`src/rtl/core_pkg.sv`:
```
// Shared core definitions: RV32I opcodes, the scoreboard writer classes,
// and the opcode decode that tells which operands an instruction touches.
package core_pkg;

  localparam logic [6:0] OPCODE_LOAD   = 7'b0000011;
  localparam logic [6:0] OPCODE_OPIMM  = 7'b0010011;
  localparam logic [6:0] OPCODE_AUIPC  = 7'b0010111;
  localparam logic [6:0] OPCODE_STORE  = 7'b0100011;
  localparam logic [6:0] OPCODE_OP     = 7'b0110011;
  localparam logic [6:0] OPCODE_LUI    = 7'b0110111;
  localparam logic [6:0] OPCODE_BRANCH = 7'b1100011;
  localparam logic [6:0] OPCODE_JALR   = 7'b1100111;
  localparam logic [6:0] OPCODE_JAL    = 7'b1101111;

  // Which result latency a destination register has to wait for.
  typedef enum logic [1:0] {
    WCLS_ALU,
    WCLS_LOAD,
    WCLS_MULDIV
  } wcls_e;

  typedef struct packed {
    logic use_rs1;
    logic use_rs2;
    logic wr_rd;
  } dec_t;

  // Source-use and rd-write decode for one opcode.
  function automatic dec_t decode_use(input logic [6:0] opcode);
    dec_t d;
    d = '0;
    case (opcode)
      OPCODE_OP, OPCODE_STORE, OPCODE_BRANCH: begin
        d.use_rs1 = 1'b1;
        d.use_rs2 = 1'b1;
      end
      OPCODE_OPIMM, OPCODE_LOAD, OPCODE_JALR: d.use_rs1 = 1'b1;
      default: ;
    endcase
    case (opcode)
      OPCODE_OP, OPCODE_OPIMM, OPCODE_LOAD, OPCODE_LUI,
      OPCODE_AUIPC, OPCODE_JAL, OPCODE_JALR: d.wr_rd = 1'b1;
      default: d.wr_rd = 1'b0;
    endcase
    return d;
  endfunction

  // Mul/div takes priority: it is encoded as an OP instruction.
  function automatic wcls_e writer_class(input logic [6:0] opcode, input logic muldiv);
    if (muldiv)                    return WCLS_MULDIV;
    else if (opcode == OPCODE_LOAD) return WCLS_LOAD;
    else                           return WCLS_ALU;
  endfunction

endpackage

```
`src/rtl/hazard_scoreboard_if.sv`:
```
// ID-stage / writeback view of the hazard scoreboard. The pipeline control
// is the master; the scoreboard is the slave.
interface hazard_scoreboard_if #(
  parameter int NUM_REGS = 32
);
  localparam int AW = $clog2(NUM_REGS);

  logic          id_valid_ip;
  logic [6:0]    id_opcode_ip;
  logic          id_muldiv_ip;
  logic [AW-1:0] id_src1_addr_ip;
  logic [AW-1:0] id_src2_addr_ip;
  logic [AW-1:0] id_dest_addr_ip;
  logic          flush_ip;
  logic          wb_valid_ip;
  logic [AW-1:0] wb_dest_addr_ip;
  logic          stall_op;
  logic          issue_op;
  logic          muldiv_busy_op;

  modport master (
    output id_valid_ip, id_opcode_ip, id_muldiv_ip,
    output id_src1_addr_ip, id_src2_addr_ip, id_dest_addr_ip,
    output flush_ip, wb_valid_ip, wb_dest_addr_ip,
    input  stall_op, issue_op, muldiv_busy_op
  );

  modport slave (
    input  id_valid_ip, id_opcode_ip, id_muldiv_ip,
    input  id_src1_addr_ip, id_src2_addr_ip, id_dest_addr_ip,
    input  flush_ip, wb_valid_ip, wb_dest_addr_ip,
    output stall_op, issue_op, muldiv_busy_op
  );
endinterface

```
`src/rtl/hazard_scoreboard_entry.sv`:
```
// One scoreboard slot: the pending bit and result countdown of a single
// architectural register.
module sb_entry (
  input  logic       clk,
  input  logic       reset,
  input  logic       set,
  input  logic       clr,
  input  logic [3:0] load_val,
  output logic       pend,
  output logic [3:0] cnt
);

  // Issue claims the register; otherwise writeback releases it and the
  // countdown drains toward zero.
  always_ff @(posedge clk) begin
    // NOTE: non-blocking assignments in clocked blocks so every flop samples
    // pre-edge values; this state is few flops, so it is reset explicitly.
    if (reset) begin
      pend <= 1'b0;
      cnt  <= 4'd0;
    end else if (set) begin
      pend <= 1'b1;
      cnt  <= load_val;
    end else begin
      if (clr)         pend <= 1'b0;
      if (cnt != 4'd0) cnt  <= cnt - 4'd1;
    end
  end

endmodule

```
`src/rtl/hazard_scoreboard.sv`:
```
// In-order issue scoreboard: detects RAW and mul/div structural hazards for
// the ID-stage instruction and tracks in-flight destination registers.
module hazard_scoreboard
  import core_pkg::*;
#(
  parameter int NUM_REGS   = 32,
  parameter int FWD_EN     = 1,
  parameter int LOAD_LAT   = 1,
  parameter int MULDIV_LAT = 4
) (
  input logic               clk,
  input logic               reset,
  hazard_scoreboard_if.slave bus
);

  localparam int AW    = $clog2(NUM_REGS);
  localparam int DEPTH = 1 << AW;

  dec_t       dec;
  wcls_e      wcls;
  logic [3:0] load_val;
  logic [3:0] busy_cnt;
  logic       pend [DEPTH];
  logic [3:0] cnt  [DEPTH];
  logic       raw_haz;
  logic       struct_haz;
  logic       stall;
  logic       issue;
  logic       issue_wr;

  assign dec  = decode_use(bus.id_opcode_ip);
  assign wcls = writer_class(bus.id_opcode_ip, bus.id_muldiv_ip);

  // With forwarding a producer only blocks until its result reaches the
  // bypass network; without it, until the register file is written (the
  // write-through register file makes the writeback cycle itself safe).
  function automatic logic src_blocked(input logic p, input logic [3:0] c,
                                       input logic wb_hit);
    if (FWD_EN != 0) return p && (c != 4'd0);
    else             return p && !wb_hit;
  endfunction

  // Countdown preload for the destination of the issuing instruction.
  always_comb begin
    // NOTE: assign a default before the case so no path leaves the value
    // held, which would otherwise infer a latch.
    load_val = 4'd0;
    case (wcls)
      WCLS_LOAD:   load_val = 4'(LOAD_LAT);
      WCLS_MULDIV: load_val = 4'(MULDIV_LAT - 1);
      default:     load_val = 4'd0;
    endcase
  end

  // Hazard detection and issue decision for the ID instruction.
  always_comb begin
    raw_haz = 1'b0;
    if (dec.use_rs1 && bus.id_src1_addr_ip != '0)
      raw_haz = raw_haz | src_blocked(pend[bus.id_src1_addr_ip], cnt[bus.id_src1_addr_ip],
                  bus.wb_valid_ip && (bus.wb_dest_addr_ip == bus.id_src1_addr_ip));
    if (dec.use_rs2 && bus.id_src2_addr_ip != '0)
      raw_haz = raw_haz | src_blocked(pend[bus.id_src2_addr_ip], cnt[bus.id_src2_addr_ip],
                  bus.wb_valid_ip && (bus.wb_dest_addr_ip == bus.id_src2_addr_ip));
    struct_haz = bus.id_muldiv_ip && (busy_cnt != 4'd0);
    stall      = !reset && bus.id_valid_ip && !bus.flush_ip && (raw_haz || struct_haz);
    issue      = !reset && bus.id_valid_ip && !bus.flush_ip && !stall;
    issue_wr   = issue && dec.wr_rd;
  end

  assign bus.stall_op       = stall;
  assign bus.issue_op       = issue;
  assign bus.muldiv_busy_op = !reset && (busy_cnt != 4'd0);

  // Occupancy of the non-pipelined mul/div unit.
  always_ff @(posedge clk) begin
    if (reset)                           busy_cnt <= 4'd0;
    else if (issue && bus.id_muldiv_ip)  busy_cnt <= 4'(MULDIV_LAT);
    else if (busy_cnt != 4'd0)           busy_cnt <= busy_cnt - 4'd1;
  end

  // x0 and any address beyond NUM_REGS are never pending.
  for (genvar r = 0; r < DEPTH; r++) begin : g_reg
    if (r == 0 || r >= NUM_REGS) begin : g_zero
      assign pend[r] = 1'b0;
      assign cnt[r]  = 4'd0;
    end else begin : g_entry
      sb_entry u_entry (
        .clk      (clk),
        .reset    (reset),
        .set      (issue_wr && (bus.id_dest_addr_ip == AW'(r))),
        .clr      (bus.wb_valid_ip && (bus.wb_dest_addr_ip == AW'(r))),
        .load_val (load_val),
        .pend     (pend[r]),
        .cnt      (cnt[r])
      );
    end
  end

endmodule

```
`src/flat_wrapper.sv`:
```
// flat-port wrapper written by rule: the top's interface ports become plain ports
module hazard_scoreboard_flat import core_pkg::*;
#(
  parameter int NUM_REGS   = 32,
  parameter int FWD_EN     = 1,
  parameter int LOAD_LAT   = 1,
  parameter int MULDIV_LAT = 4
)
  (clk, reset, bus_id_valid_ip, bus_id_opcode_ip, bus_id_muldiv_ip, bus_id_src1_addr_ip, bus_id_src2_addr_ip, bus_id_dest_addr_ip, bus_flush_ip, bus_wb_valid_ip, bus_wb_dest_addr_ip, bus_stall_op, bus_issue_op, bus_muldiv_busy_op);
  hazard_scoreboard_if #(.NUM_REGS(NUM_REGS)) bus_i ();
  input logic clk;
  input logic reset;
  input wire logic [$bits(bus_i.id_valid_ip)-1:0] bus_id_valid_ip;
  input wire logic [$bits(bus_i.id_opcode_ip)-1:0] bus_id_opcode_ip;
  input wire logic [$bits(bus_i.id_muldiv_ip)-1:0] bus_id_muldiv_ip;
  input wire logic [$bits(bus_i.id_src1_addr_ip)-1:0] bus_id_src1_addr_ip;
  input wire logic [$bits(bus_i.id_src2_addr_ip)-1:0] bus_id_src2_addr_ip;
  input wire logic [$bits(bus_i.id_dest_addr_ip)-1:0] bus_id_dest_addr_ip;
  input wire logic [$bits(bus_i.flush_ip)-1:0] bus_flush_ip;
  input wire logic [$bits(bus_i.wb_valid_ip)-1:0] bus_wb_valid_ip;
  input wire logic [$bits(bus_i.wb_dest_addr_ip)-1:0] bus_wb_dest_addr_ip;
  output wire logic [$bits(bus_i.stall_op)-1:0] bus_stall_op;
  output wire logic [$bits(bus_i.issue_op)-1:0] bus_issue_op;
  output wire logic [$bits(bus_i.muldiv_busy_op)-1:0] bus_muldiv_busy_op;
  assign bus_i.id_valid_ip = bus_id_valid_ip;
  assign bus_i.id_opcode_ip = bus_id_opcode_ip;
  assign bus_i.id_muldiv_ip = bus_id_muldiv_ip;
  assign bus_i.id_src1_addr_ip = bus_id_src1_addr_ip;
  assign bus_i.id_src2_addr_ip = bus_id_src2_addr_ip;
  assign bus_i.id_dest_addr_ip = bus_id_dest_addr_ip;
  assign bus_i.flush_ip = bus_flush_ip;
  assign bus_i.wb_valid_ip = bus_wb_valid_ip;
  assign bus_i.wb_dest_addr_ip = bus_wb_dest_addr_ip;
  assign bus_stall_op = bus_i.stall_op;
  assign bus_issue_op = bus_i.issue_op;
  assign bus_muldiv_busy_op = bus_i.muldiv_busy_op;
  hazard_scoreboard #(.NUM_REGS(NUM_REGS), .FWD_EN(FWD_EN), .LOAD_LAT(LOAD_LAT), .MULDIV_LAT(MULDIV_LAT)) u_core (.clk(clk), .reset(reset), .bus(bus_i));
endmodule
```
`config.mk`:
```
export PLATFORM = sky130hd
export DESIGN_NAME = hazard_scoreboard_flat
export DESIGN_NICKNAME = d
export VERILOG_FILES = /design/src/rtl/core_pkg.sv /design/src/rtl/hazard_scoreboard_if.sv /design/src/rtl/hazard_scoreboard_entry.sv /design/src/rtl/hazard_scoreboard.sv /design/src/flat_wrapper.sv
export SDC_FILE = /design/constraint.sdc
export NUM_CORES = 1
export LEC_CHECK = 0
export ABC_AREA = 1
export CAP_MARGIN = 10
export CORE_ASPECT_RATIO = 0.6
export CORE_MARGIN = 8
export CORE_UTILIZATION = 56
export CTS_CLUSTER_DIAMETER = 120
export DETAILED_ROUTE_END_ITERATION = 12
export PLACE_DENSITY = 0.77
export SLEW_MARGIN = 20
export SYNTH_ARGS = -nofsm -noshare
export SYNTH_HDL_FRONTEND = slang
export SYNTH_SLANG_ARGS = --single-unit
```
`constraint.sdc`:
```
create_clock -name clk -period 1.9 [get_ports clk]
set_input_delay 0.285 -clock clk [delete_from_list [all_inputs] [get_ports clk]]
set_output_delay 0.285 -clock clk [all_outputs]
set_load 0.02 [all_outputs]
```
==> run metrics <==
status=finished with violations; violated checks=setup timing; clk_lat worst skew=0.45 ns; largest net degree at the start of global routing=59; power density over the cells=1370 nW/um2; Worst Path Required=1.62 ns; vias in the first global route=10.8k; starting DRC count in detailed routing=1344; share of Yosys cell area claimed by the top area cell type=33.1%; max cap viols=0; crit end category=output port; share of layout cells above drive strength 1=27.4%; Final Util=81.6%; Final Max Tran Viols=0; grt total ovfl=0; Starting Density=56.6%; post-detail-place hpwl=22.5 mm; clock root buffer master=clkbuf_16; die area=21800 um2; synth top area cells=dfxtp_1 (33%), nand2_1 (14%), nor2_1 (11%); startpoint type of the worst setup path=register; fmax=411 MHz; die height=118 um; Max-slew headroom=61.7%; Post-Synthesis Cells=1472; post-layout min period=2.43 ns; global-route wire length before repair=55.2 mm; Worst Hold Depth=2; post-route cell area=13900 um2; Antenna Violating Nets Remaining=0; setup TNS=-65.62 ns; Finish-stage setup viols=161; Final WS setup=-0.531 ns; syn nets=1537; unrepaired setup endpoints after global routing=true; CTS tree=built; total power=18900 uW; Synth area leader=dfxtp_1; most common cell after layout, fill and taps aside=nand2_1; ANT cells=0; Critical R2R Launch=u_core.g_reg[20].g_entry.u_entry.cnt[1]; CP Class=register to output port; Worst-Margin Slew=0.573 ns; H-tree Lvls=4; most frequent cells in the layout=nand2_1 (338), nor2_1 (254), buf_4 (244), dfxtp_1 (150), inv_1 (138); core area=17000 um2; Seq cells post-synth=159; min-delay src=u_core.busy_cnt[0]; TritonRoute pass-1 iters=6; Cell Area, Placed=12200 um2; CP startpoint=u_core.g_reg[20].g_entry.u_entry.cnt[1]; worst vdd ir=922 uV; synthesized cell area=9620 um2; post-cts hold buffer count=0; Layout Area Growth over Synthesis=44.0%; drc violations=0; die width=185 um; Syn. warnings=0; Lkg Pwr=0.00652 uW; Clock Path Buffers=2; fin nets=1825; antenna violations before repair=0; GP Congestion=1.00; critical path's slowest cell=dfxtp_1; HP Class=register to register; count of cell types in the netlist=30; Critical Path Most Common Cell=nand3_1; CP arrival=2.15 ns; FF-to-FF path depth=14; clock sink count=159; WL/cell=17.9 um; skew final=0.0148 ns; register area share after synthesis=33.1%; fin crit share=128%; Tot GR Track Use=31.7%; crit-path cells=nor2_1, nand4_1, nand3_1, nand3_1, nand3_1, nand3_1, nand3_2, nand3_2, nor2_4, buf_6; cts bufs inserted=17; Post-Route WL=35.8 mm; worst-path fanout max=3; # IOs=36; DR vias/cell=5.62; max incr delay on CP=0.31 ns; Avg Synthesized Cell Area=6.54 um2; row cnt=37; Fin. Hold Viols=0; via count=11.3k; IO Port Bufs=35; Worst-path clk slew=0.07 ns
-- cell families (layout without fill, tap and decap cells) --
logic type	after synthesis	in the layout	share of synthesized area, %
AOI/OAI and AO/OA	141	141	7.50
buffers and inverters	198	499	8.58
xor gates and xnor gates	94	94	8.56
and+or+nand+nor	845	845	37.8
muxes	3	3	0.312
adders and majority gates	32	32	4.16
DFF	159	159	33.1
-- synthesized netlist by cell type (all sizes together) --
master,number
mux2i,3
o22ai,2
dfxtp,159
nand2,348
o211ai,2
nor2,279
a32o,1
nand3b,2
nor3,26
buf,29
inv,152
o21ai,64
nor4,2
ha,32
and3,1
xnor2,44
xor2,50
a21oi,71
o41ai,1
nand4,16
clkbuf,17
nand3,171
-- critical path: cells and delay by family, from the launching register on --
| family | cells | cell delay (ns) |
|---|---|---|
| buffers and inverters | 1 | 0.14 |
| DFF | 1 | 0.31 |
| and+or+nand+nor | 9 | 1.25 |
-- per-layer routing --
| metal | part of all wire (%) | up-vias | global-route usage (%) |
|---|---|---|---|
| li1 | - | 5292 | - |
| met1 | 40 | 5126 | 40.2 |
| met2 | 43 | 713 | 48.7 |
| met3 | 13 | 141 | 9.90 |
| met4 | 3.7 | 0 | 14.2 |
| met5 | 0 | - | 0 |
-- through the flow --
step	hold WS, ns	setup WS, ns	instances
floorplan	0.438	-0.00146	1472
global placement	0.451	-1.12	1950
detailed placement	0.470	-1.16	1950
CTS	0.477	-0.454	2003
global route	0.488	-0.648	2007
finish	0.471	-0.531	2007
-- power by group --
part	switching, uW	total [uW]	internal (uW)
Clock	1620	3460	1840
Combinational	5720	10500	4790
Sequential	604	4970	4370
-- final timing paths --
path	end	slack, ns
min reg2reg	u_core.busy_cnt[0]	0.47
min	u_core.busy_cnt[0]	0.47
max reg2reg	u_core.g_reg[12].g_entry.u_entry.cnt[1]	-0.51
max	bus_issue_op	-0.53
-- sequential cells by signal, indices dropped and copies added, names as in the netlist --
register / flops
u_core.busy_cnt: 4
u_core.g.g_entry.u_entry.pend: 31
u_core.g.g_entry.u_entry.cnt: 124
-- cell type report --
| type | instances | area, um2 |
|---|---|---|
| inverters | 152 | 579 |
| flip-flops and latches | 159 | 3190 |
| clock buffers | 17 | 425 |
| repair buffers | 315 | 2880 |
| fillers | 1099 | 3130 |
| multi-input cells | 1115 | 6330 |
| well taps | 234 | 293 |
| clock inverters | 15 | 153 |
-- what timing repair did --
action | 4_1_cts | 5_1_grt
pin swaps | 18 | 22
gates resized for setup | 128 | 67
buffers inserted | 13 | 4
hold endpoints to repair | 0 | 0
setup endpoints to repair | 162 | 162
cloned | 8 | 4
Power figures use the tool's default switching activity.
